==> config.mk <==
export PLATFORM = sky130hd
export DESIGN_NAME = i2c_slave_responder
export DESIGN_NICKNAME = d
export VERILOG_FILES = /design/src/rtl/i2c_pkg.sv /design/src/rtl/i2c_line_filter.sv /design/src/rtl/i2c_slave_responder.sv
export SDC_FILE = /design/constraint.sdc
export NUM_CORES = 1
export LEC_CHECK = 0
export ABC_CLOCK_PERIOD_IN_PS = 4900
export BUFFER_PORTS_ARGS = -buffer_cell sky130_fd_sc_hd__buf_2
export CAP_MARGIN = 20
export CORE_MARGIN = 4
export CORE_UTILIZATION = 45
export CTS_BUF_LIST = sky130_fd_sc_hd__clkbuf_16
export DETAILED_ROUTE_END_ITERATION = 10
export SETUP_SLACK_MARGIN = 0.1
export SLEW_MARGIN = 10
export SYNTH_ARGS = -nofsm -noshare
export SYNTH_HDL_FRONTEND = slang
export SYNTH_SLANG_ARGS = --single-unit
export TNS_END_PERCENT = 50
==> constraint.sdc <==
create_clock -name wb_clk_i -period 4.9 [get_ports wb_clk_i]
set_input_delay 1.47 -clock wb_clk_i [delete_from_list [all_inputs] [get_ports wb_clk_i]]
set_output_delay 1.47 -clock wb_clk_i [all_outputs]
set_load 0.02 [all_outputs]
==> src/rtl/i2c_pkg.sv <==
// Shared types and bus constants for the I2C responder block.
package i2c_pkg;

    typedef enum logic [2:0] {
        IDLE,
        ADDR,
        ADDR_ACK,
        RX,
        RX_ACK,
        TX,
        TX_ACK,
        IGNORE
    } i2c_slv_state_e;

    localparam logic I2C_ACK   = 1'b0;
    localparam logic I2C_NACK  = 1'b1;
    localparam logic I2C_WRITE = 1'b0;
    localparam logic I2C_READ  = 1'b1;

endpackage

==> src/rtl/i2c_line_filter.sv <==
// Two-flop synchronizer plus stability filter for one I2C line.
// Also provides single-cycle rise/fall strobes of the filtered level.
module i2c_line_filter #(
    parameter int FILTER_LEN = 3
) (
    input  logic clk,
    input  logic rst_n,
    input  logic pad,
    output logic level,
    output logic rise,
    output logic fall
);

    localparam int CW = $clog2(FILTER_LEN) + 1;

    logic          sync1;
    logic          sync2;
    logic          level_q;
    logic [CW-1:0] cnt;

    // The level flips only after FILTER_LEN consecutive samples disagree with it.
    always_ff @(posedge clk or negedge rst_n) begin
        if (!rst_n) begin
            sync1   <= 1'b1;
            sync2   <= 1'b1;
            level   <= 1'b1;
            level_q <= 1'b1;
            cnt     <= '0;
        end else begin
            sync1   <= pad;
            sync2   <= sync1;
            level_q <= level;
            if (sync2 == level) begin
                cnt <= '0;
            end else if (cnt == CW'(FILTER_LEN - 1)) begin
                level <= sync2;
                cnt   <= '0;
            end else begin
                cnt <= cnt + 1'b1;
            end
        end
    end

    assign rise = level & ~level_q;
    assign fall = ~level & level_q;

endmodule

==> src/rtl/i2c_slave_responder.sv <==
// I2C target with a small register file and auto-incrementing pointer.
// Never drives SCL; SDA is open-drain through sda_padoen_o.
module i2c_slave_responder
    import i2c_pkg::*;
#(
    parameter logic [6:0] SLAVE_ADDR = 7'h50,
    parameter int         NUM_REGS   = 8,
    parameter int         FILTER_LEN = 3
) (
    input  logic                        wb_clk_i,
    input  logic                        arst_i,
    input  logic                        scl_pad_i,
    input  logic                        sda_pad_i,
    output logic                        sda_pad_o,
    output logic                        sda_padoen_o,
    output logic                        busy_o,
    output logic                        start_o,
    output logic                        stop_o,
    output logic                        wr_o,
    input  logic [$clog2(NUM_REGS)-1:0] dbg_addr_i,
    output logic [7:0]                  dbg_data_o
);

    localparam int PW = $clog2(NUM_REGS);

    i2c_slv_state_e state, state_n;
    logic [3:0]     bit_cnt, bit_cnt_n;
    logic [7:0]     shreg, shreg_n;
    logic [PW-1:0]  ptr, ptr_n;
    logic           rw, rw_n;
    logic           first_byte, first_byte_n;
    logic           oen, oen_n;
    logic           busy, busy_n;
    logic           we;
    logic [7:0]     regs [NUM_REGS];
    logic [7:0]     rx_byte;

    logic scl, scl_rise, scl_fall;
    logic sda, sda_rise, sda_fall;
    logic start_det, stop_det;

    i2c_line_filter #(.FILTER_LEN(FILTER_LEN)) u_scl_filter (
        .clk   (wb_clk_i),
        .rst_n (arst_i),
        .pad   (scl_pad_i),
        .level (scl),
        .rise  (scl_rise),
        .fall  (scl_fall)
    );

    i2c_line_filter #(.FILTER_LEN(FILTER_LEN)) u_sda_filter (
        .clk   (wb_clk_i),
        .rst_n (arst_i),
        .pad   (sda_pad_i),
        .level (sda),
        .rise  (sda_rise),
        .fall  (sda_fall)
    );

    assign start_det = sda_fall & scl;
    assign stop_det  = sda_rise & scl;
    assign rx_byte   = {shreg[6:0], sda};

    always_ff @(posedge wb_clk_i or negedge arst_i) begin
        if (!arst_i) begin
            state      <= IDLE;
            bit_cnt    <= '0;
            shreg      <= '0;
            ptr        <= '0;
            rw         <= I2C_WRITE;
            first_byte <= 1'b0;
            oen        <= 1'b1;
            busy       <= 1'b0;
        end else begin
            state      <= state_n;
            bit_cnt    <= bit_cnt_n;
            shreg      <= shreg_n;
            ptr        <= ptr_n;
            rw         <= rw_n;
            first_byte <= first_byte_n;
            oen        <= oen_n;
            busy       <= busy_n;
        end
    end

    always_ff @(posedge wb_clk_i or negedge arst_i) begin
        if (!arst_i) begin
            for (int i = 0; i < NUM_REGS; i++) regs[i] <= '0;
        end else if (we) begin
            regs[ptr] <= rx_byte;
        end
    end

    // Bus conditions preempt bit handling; SDA only moves after an SCL fall.
    always_comb begin
        state_n      = state;
        bit_cnt_n    = bit_cnt;
        shreg_n      = shreg;
        ptr_n        = ptr;
        rw_n         = rw;
        first_byte_n = first_byte;
        oen_n        = oen;
        busy_n       = busy;
        we           = 1'b0;
        if (start_det) begin
            state_n   = ADDR;
            bit_cnt_n = '0;
            oen_n     = 1'b1;
            busy_n    = 1'b1;
        end else if (stop_det) begin
            state_n   = IDLE;
            bit_cnt_n = '0;
            oen_n     = 1'b1;
            busy_n    = 1'b0;
        end else begin
            case (state)
                ADDR: begin
                    if (scl_rise) begin
                        shreg_n   = rx_byte;
                        bit_cnt_n = bit_cnt + 4'd1;
                        if (bit_cnt == 4'd7) begin
                            if (rx_byte[7:1] == SLAVE_ADDR) begin
                                state_n = ADDR_ACK;
                                rw_n    = rx_byte[0];
                            end else begin
                                state_n = IGNORE;
                            end
                        end
                    end
                end
                ADDR_ACK, RX_ACK: begin
                    if (scl_fall && bit_cnt == 4'd8) begin
                        oen_n = I2C_ACK;
                    end else if (scl_rise && bit_cnt == 4'd8) begin
                        bit_cnt_n = 4'd9;
                    end else if (scl_fall && bit_cnt == 4'd9) begin
                        bit_cnt_n = '0;
                        if (state == ADDR_ACK && rw == I2C_READ) begin
                            state_n = TX;
                            shreg_n = regs[ptr];
                            oen_n   = regs[ptr][7];
                        end else begin
                            state_n = RX;
                            oen_n   = 1'b1;
                            if (state == ADDR_ACK) first_byte_n = 1'b1;
                        end
                    end
                end
                RX: begin
                    if (scl_rise) begin
                        shreg_n   = rx_byte;
                        bit_cnt_n = bit_cnt + 4'd1;
                        if (bit_cnt == 4'd7) begin
                            state_n = RX_ACK;
                            if (first_byte) begin
                                ptr_n        = rx_byte[PW-1:0];
                                first_byte_n = 1'b0;
                            end else begin
                                we    = 1'b1;
                                ptr_n = ptr + 1'b1;
                            end
                        end
                    end
                end
                TX: begin
                    if (scl_rise) begin
                        bit_cnt_n = bit_cnt + 4'd1;
                    end else if (scl_fall) begin
                        if (bit_cnt == 4'd8) begin
                            state_n = TX_ACK;
                            oen_n   = 1'b1;
                        end else begin
                            oen_n   = shreg[6];
                            shreg_n = {shreg[6:0], 1'b0};
                        end
                    end
                end
                TX_ACK: begin
                    if (scl_rise) begin
                        ptr_n = ptr + 1'b1;
                        if (sda == I2C_NACK) state_n = IGNORE;
                        else bit_cnt_n = 4'd9;
                    end else if (scl_fall && bit_cnt == 4'd9) begin
                        state_n   = TX;
                        bit_cnt_n = '0;
                        shreg_n   = regs[ptr];
                        oen_n     = regs[ptr][7];
                    end
                end
                IDLE, IGNORE: begin
                end
                default: state_n = IDLE;
            endcase
        end
    end

    assign sda_pad_o    = 1'b0;
    assign sda_padoen_o = oen;
    assign busy_o       = busy;
    assign start_o      = start_det;
    assign stop_o       = stop_det;
    assign wr_o         = we;
    assign dbg_data_o   = regs[dbg_addr_i];

endmodule
==> results of run 1 <==
## logic make-up after synthesis
| family | Yosys count |
|---|---|
| DFF | 99 |
| AOI/OAI and AO/OA | 94 |
| buffers and inverters | 49 |
| xor gates and xnor gates | 7 |
| other | 1 |
| and+or+nand+nor | 115 |
| adders and majority gates | 4 |
| muxes | 122 |
## how the worst max path moves through the flow
stage / end / slack, ns / depth (start not counted)
floorplan: dbg_data_o[0] / 0.40 / 4
global placement: dbg_data_o[4] / 0.59 / 5
detailed placement: dbg_data_o[0] / 0.55 / 5
CTS: dbg_data_o[0] / 0.55 / 5
global route: dbg_data_o[0] / 0.50 / 5
finish: dbg_data_o[6] / 0.57 / 5
## area by class of cell
type | count | share of cell area
Sequential cell | 99 | 0.4019
Tap cell | 168 | 0.03395
Clock buffer | 9 | 0.03637
Inverter | 8 | 0.004849
Clock inverter | 7 | 0.01010
Timing Repair Buffer | 24 | 0.02384
Multi-Input combinational cell | 343 | 0.4890
## state kept, by name, summed over array words and instances (netlist names), 3 cells and up
signal and flops:
bit_cnt 4, ptr 3, regs 64, shreg 7
state 3, u_scl_filter.cnt 3, u_sda_filter.cnt 3
## layer usage
metal	vias to the layer above	wire, µm
li1	1833	-
met1	2014	6228
met2	100	6334
met3	20	739
met4	0	239
met5	-	0
## worst register-to-register path, delay by kind of cell, from the launching register on
| kind | cells | cell delay [ns] |
|---|---|---|
| flops | 1 | 0.68 |
| mux | 1 | 0.36 |
| simple gates | 4 | 1.68 |
## cell usage after synthesis (3+ instances only)
cell type / instances
nand2b_1: 12
a21o_1: 3
xor2_1: 3
nor2_2: 3
a21oi_1: 14
clkbuf_1: 27
buf_2: 10
a31oi_1: 6
a211oi_1: 5
ha_1: 4
nand2_1: 22
nor2b_1: 7
dfstp_2: 9
nor3b_1: 4
nand3_1: 6
nor2_1: 29
dfrtp_1: 90
inv_1: 7
nand3b_1: 5
o21ai_0: 26
o211ai_1: 3
xnor2_1: 4
nor3_1: 9
mux2_2: 78
a221oi_1: 5
and2_1: 5
mux2i_1: 15
mux2_4: 8
mux4_2: 21
o22ai_1: 7
## power by group through the flow
stage / sequential, mW / clock (mW) / combinational [mW]
6_report: 1.20 / 0.698 / 0.914
3_3_place_gp: 1.20 / 0 / 0.892
2_1_floorplan: 1.03 / 0 / 0.845
3_5_place_dp: 1.20 / 0 / 0.903
5_1_grt: 1.23 / 0.761 / 1.02
4_1_cts: 1.19 / 0.721 / 0.910
==> reports/metrics.csv, run 1 <==
metric;value;unit
cts_hold_buffers;0;
min_delay_path_depth;0;
rsz0062_at_grt;no;
antenna_found_initial;0;
r2r_slack;2.08;ns
timing.rr.end;regs[58];
synth_warnings;0;
min_from;u_scl_filter.sync1;
whs;0.3560;ns
synthCells;491;
min_period;4.329;ns
fillers;1100;
cts_tree;done;
power_frac_comb;0.325;
fin_setup_tns;0;ns
start_util;0.4682;
design_area;6192;µm²
worst_setup_path_end_kind;output port;
gp_congestion;0.8696;
grt_pass1_wl;22190;µm
synthFlopType;dfrtp_1;
synth_nets;502;
p_switching;1.093;mW
drive_above_1_share;0.3327;
diodes;0;
vias;3967;
power_frac_clock;0.249;
final_cell_mix;90 x dfrtp_1, 78 x mux2_2, 29 x nor2_1, 26 x o21ai_0, 22 x nand2_1;
cts_sinks;99;
met1_usage;0.2798;
clkLatencyLatePin;0.36;ns
first_pass_iters;5;
critical_path.max_stage_delay;0.55;ns
busiest_layer;met2;
post_cts_buffers;0;
avgSynthCellArea;11.65;µm²
path_delay_family;multiplexers;
synth_top_area_cell;dfrtp_1;
rows;40;
cap_violations;0;
synth_area;5718;µm²
met3_usage;0.05051;
relSlewSlack;0.2479;
routed_wl;13540;µm
drv_slew;0;
cp_common_cell;buf_2;
remaining_drc_errors;0;
finalWorstSetupSlack;0.5708;ns
ys_top_cells_by_area;dfrtp_1 39%, mux2_2 15%, mux4_2 8.3%;
root_buffer;clkbuf_16;
synth_top_family_by_area;multiplexers;
critPathLaunch;dbg_addr_i[0];
use_met2;0.2934;
synth_top_area_frac;0.3939;
start_kind;input port;
fin_util;0.5071;
fmax;231.0;MHz
total_power;2.809;mW
setup_violations;0;
path_cells;buf_2 -> buf_4 -> mux4_2 -> mux2_2 -> buf_2;
cp_num_buf_inv;3;
dieWidth;120.7;µm
clk_pin_slew;0.06;ns
fin_skew;0.008697;ns
die_y;120.7;µm
core_area;12210;µm²
cpMaxStageDelayCell;mux4_2;
ir_drop;0.2723;mV
grt_max_degree;80;
worst_slew_pin_slew;1.128;ns
wl_per_cell;20.58;µm
dieArea;14570;µm²
synth_edf_count;0;
timing.final.crit_share;0.8835;
yosys.area_share.xor_xnor;0.01072;
synthAdderAreaFrac;0.008753;
yosysSeqAreaShare;0.4352;
final_common_cell;dfrtp_1;
ys_async_sr_fraction;1.000;
holdPathEnd;u_scl_filter.sync2;
numPlacedInstances;641;
ys_ff_latch;99;
dp_hpwl;8692;µm
cp_max_fo;16;
p_leak;2.653;nW
dpl_cell_area;5884;µm²
drtAntennaViolNets;0;
final_cells;658;
dpl_worst_slack;0.5514;ns
port_buffers;19;
cp.required;3.43;ns
final_net_count;496;
multi_input_area;3028;µm²
yosysUniqueCellTypes;66;
critPathArrivalTime;2.86;ns
hold_violations;0;
synth_compound_area_frac;0.1114;
cts_buffers;9;
first_iter_violations;302;
muxShareOfSynthArea;0.2836;
r2r_start;u_scl_filter.level;
grt_overflow_total;0;
io_pins;21;
clk_path_buf_depth;2;
p_int;1.716;mW
yosys.area_share.simple;0.1144;
h-tree-depth;3;
grt_pass1_vias;4003;
pwr-share-seq;0.426;
grtUsageTotal;0.1969;
viasPerCell;6.029;
area.sequential;2489;µm²
status;complete, no violations;
critical_path_class;in -> out;
ff2ff_path_depth;5;
syn_to_final_growth;8.293;%
powerDensity;453.7;nW/µm²
p_sw_frac;0.3891;
post_cts_resized;0;
min-delay-path-class;reg -> reg;
(Power assumes the default switching activity.)
==> inputs of run 2 (changes only) <==
--- a/config.mk
+++ b/config.mk
@@ -10,3 +10,2 @@
 export CAP_MARGIN = 20
-export CORE_MARGIN = 4
 export CORE_UTILIZATION = 45
==> constraint.sdc (replaced) <==
create_clock -name wb_clk_i -period 4.9 [get_ports wb_clk_i]
set_input_delay 0.98 -clock wb_clk_i [delete_from_list [all_inputs] [get_ports wb_clk_i]]
set_output_delay 0.98 -clock wb_clk_i [all_outputs]
set_load 0.02 [all_outputs]
==> reports/metrics.csv, run 2 (same netlist as run 1, synthesis figures left out) <==
metric;value;unit;change
power_frac_comb;0.312;;-0.013
path_cells;buf_2 -> mux4_2 -> mux2_2 -> buf_2;;
cp_num_buf_inv;2;;-1
ir_drop;0.2575;mV;-5.4%
dp_hpwl;8713;µm;+0.24%
post_cts_resized;0;;unchanged
powerDensity;469.8;nW/µm²;+3.5%
p_switching;1.099;mW;+0.51%
rows;40;;unchanged
grt_overflow_total;0;;unchanged
p_int;1.818;mW;+5.9%
whs;0.3553;ns;-0.0006770 ns
p_sw_frac;0.3767;;-0.01239
fin_skew;0.01333;ns;+0.004633 ns
drtAntennaViolNets;0;;unchanged
drive_above_1_share;0.3306;;-0.002058
final_common_cell;dfrtp_1;;
critical_path_class;in -> out;;
diodes;0;;unchanged
start_util;0.4682;;unchanged
core_area;12210;µm²;unchanged
die_y;114.7;µm;-5.0%
final_cell_mix;90 x dfrtp_1, 78 x mux2_2, 29 x nor2_1, 26 x o21ai_0, 22 x nand2_1;;
clk_pin_slew;0.06;ns;about the same
fmax;288.9;MHz;+25%
top_regs;regs: 64 flops, shreg: 7 flops, bit_cnt: 4 flops;;
clk_path_buf_depth;2;;unchanged
clkLatencyLatePin;0.35;ns;about the same
dieWidth;114.7;µm;-5.0%
relSlewSlack;0.2396;;-0.008331
cts_buffers;9;;unchanged
grt_pass1_vias;3948;;-1.4%
syn_to_final_growth;8.578;%;
routed_wl;13620;µm;+0.55%
io_pins;21;;unchanged
grt_max_degree;72;;-10%
largest_register_ffs;64;;unchanged
route.met2.wl;6243;µm;-1.4%
cp.required;3.92;ns;+0.49 ns
timing.final.crit_share;0.7064;;-0.1771
cts_hold_buffers;0;;unchanged
min_period;3.461;ns;-0.8680 ns
wl_per_cell;20.79;µm;+1.0%
cts_tree;done;;
cpMaxStageDelayCell;mux4_2;;
remaining_drc_errors;0;;unchanged
p_leak;2.658;nW;+0.18%
first_pass_iters;4;;-1
start_kind;input port;;
setup_violations;0;;unchanged
power_frac_clock;0.275;;+0.026
fin_setup_tns;0;ns;unchanged
worst_setup_path_end_kind;output port;;
critPathArrivalTime;2.48;ns;-0.38 ns
vias;3969;;+0.050%
viasPerCell;6.060;;+0.51%
first_iter_violations;293;;-3.0%
cp_max_fo;16;;unchanged
h-tree-depth;3;;unchanged
antenna_found_initial;0;;unchanged
dieArea;13160;µm²;-9.7%
max_flop_register;regs;;
status;complete, no violations;;
post_cts_buffers;0;;unchanged
cap_violations;0;;unchanged
path_delay_family;multiplexers;;
rsz0062_at_grt;no;;
critical_path.max_stage_delay;0.59;ns;+0.04 ns
final_cells;655;;-0.46%
fin_util;0.5084;;+0.001332
pwr-share-seq;0.413;;-0.013
drv_slew;0;;unchanged
top_layer;met4;;
root_buffer;clkbuf_16;;
gp_congestion;0.8425;;-3.1%
hold_violations;0;;unchanged
port_buffers;19;;unchanged
numPlacedInstances;640;;-0.16%
final_net_count;494;;-0.40%
wl_met1;6286;µm;+0.93%
grtUsageTotal;0.2279;;+0.03100
worst_slew_pin_slew;1.141;ns;+0.01250 ns
cts_sinks;99;;unchanged
min-delay-path-class;reg -> reg;;
cp_common_cell;buf_2;;
grt_pass1_wl;22210;µm;about the same
wl_met3;841;µm;+14%
run 2: cell count changes in the layout (fill, tap and decap cells not counted):
| cell | before | now |
|---|---|---|
| buf_12 | 1 | 0 |
| clkinvlp_4 | 1 | 0 |
| bufinv_16 | 1 | 3 |
| clkinv_2 | 1 | 0 |
| buf_4 | 5 | 4 |
| inv_1 | 9 | 8 |
run 2: final cells by class:
| class | instances | area [µm²] |
|---|---|---|
| Fill cell | 1101 | 6003 |
| Multi-Input combinational cell | 343 | 3028 |
| Sequential cell | 99 | 2489 |
| Clock buffer | 9 | 225.2 |
| Tap cell | 168 | 210.2 |
| Timing Repair Buffer | 22 | 120.1 |
| Clock inverter | 6 | 106.4 |
| Inverter | 8 | 30.03 |
run 2: path summary, 6_finish.rpt:
| path | startpoint | endpoint | slack [ns] | depth (start not counted) |
|---|---|---|---|---|
| max | dbg_addr_i[0] | dbg_data_o[5] | 1.44 | 4 |
| min | u_scl_filter.sync1 | u_scl_filter.sync2 | 0.36 | 0 |
| max reg2reg | u_scl_filter.level | regs[28] | 1.95 | 5 |
| min reg2reg | u_scl_filter.sync1 | u_scl_filter.sync2 | 0.36 | 0 |
| max in group asynchronous | arst_i | shreg[3] | 3.22 | 2 |
| min in group asynchronous | arst_i | regs[60] | 0.76 | 1 |
run 2: worst reg2reg max path: stages (launching register included):
cell and delay, ns:
dfstp_2 0.69, nand2b_1 0.37, nor4_4 0.50, nand2b_1 0.25
nor2_2 0.61, mux2_2 0.41
run 2: layer usage:
metal,track usage,vias up
met1,0.3278,2037
met5,0,-
li1,-,1815
met3,0.05241,14
met2,0.3325,103
met4,0.09351,0
run 2: power groups by stage:
stage | logic [mW] | clock network, mW | registers (mW)
after floorplan | 0.845 | 0 | 1.03
after global placement | 0.885 | 0 | 1.21
after detailed placement | 0.906 | 0 | 1.21
after CTS | 0.913 | 0.821 | 1.20
after global routing | 1.01 | 0.855 | 1.23
final | 0.910 | 0.803 | 1.20
run 2: through the flow:
stage	setup WS [ns]	power [mW]	area, µm²
2_1_floorplan	1.383	1.878	5718
3_3_place_gp	1.457	2.094	5877
3_5_place_dp	1.402	2.118	5877
4_1_cts	1.401	2.933	6208
5_1_grt	1.319	3.100	6208
6_report	1.439	2.917	6208
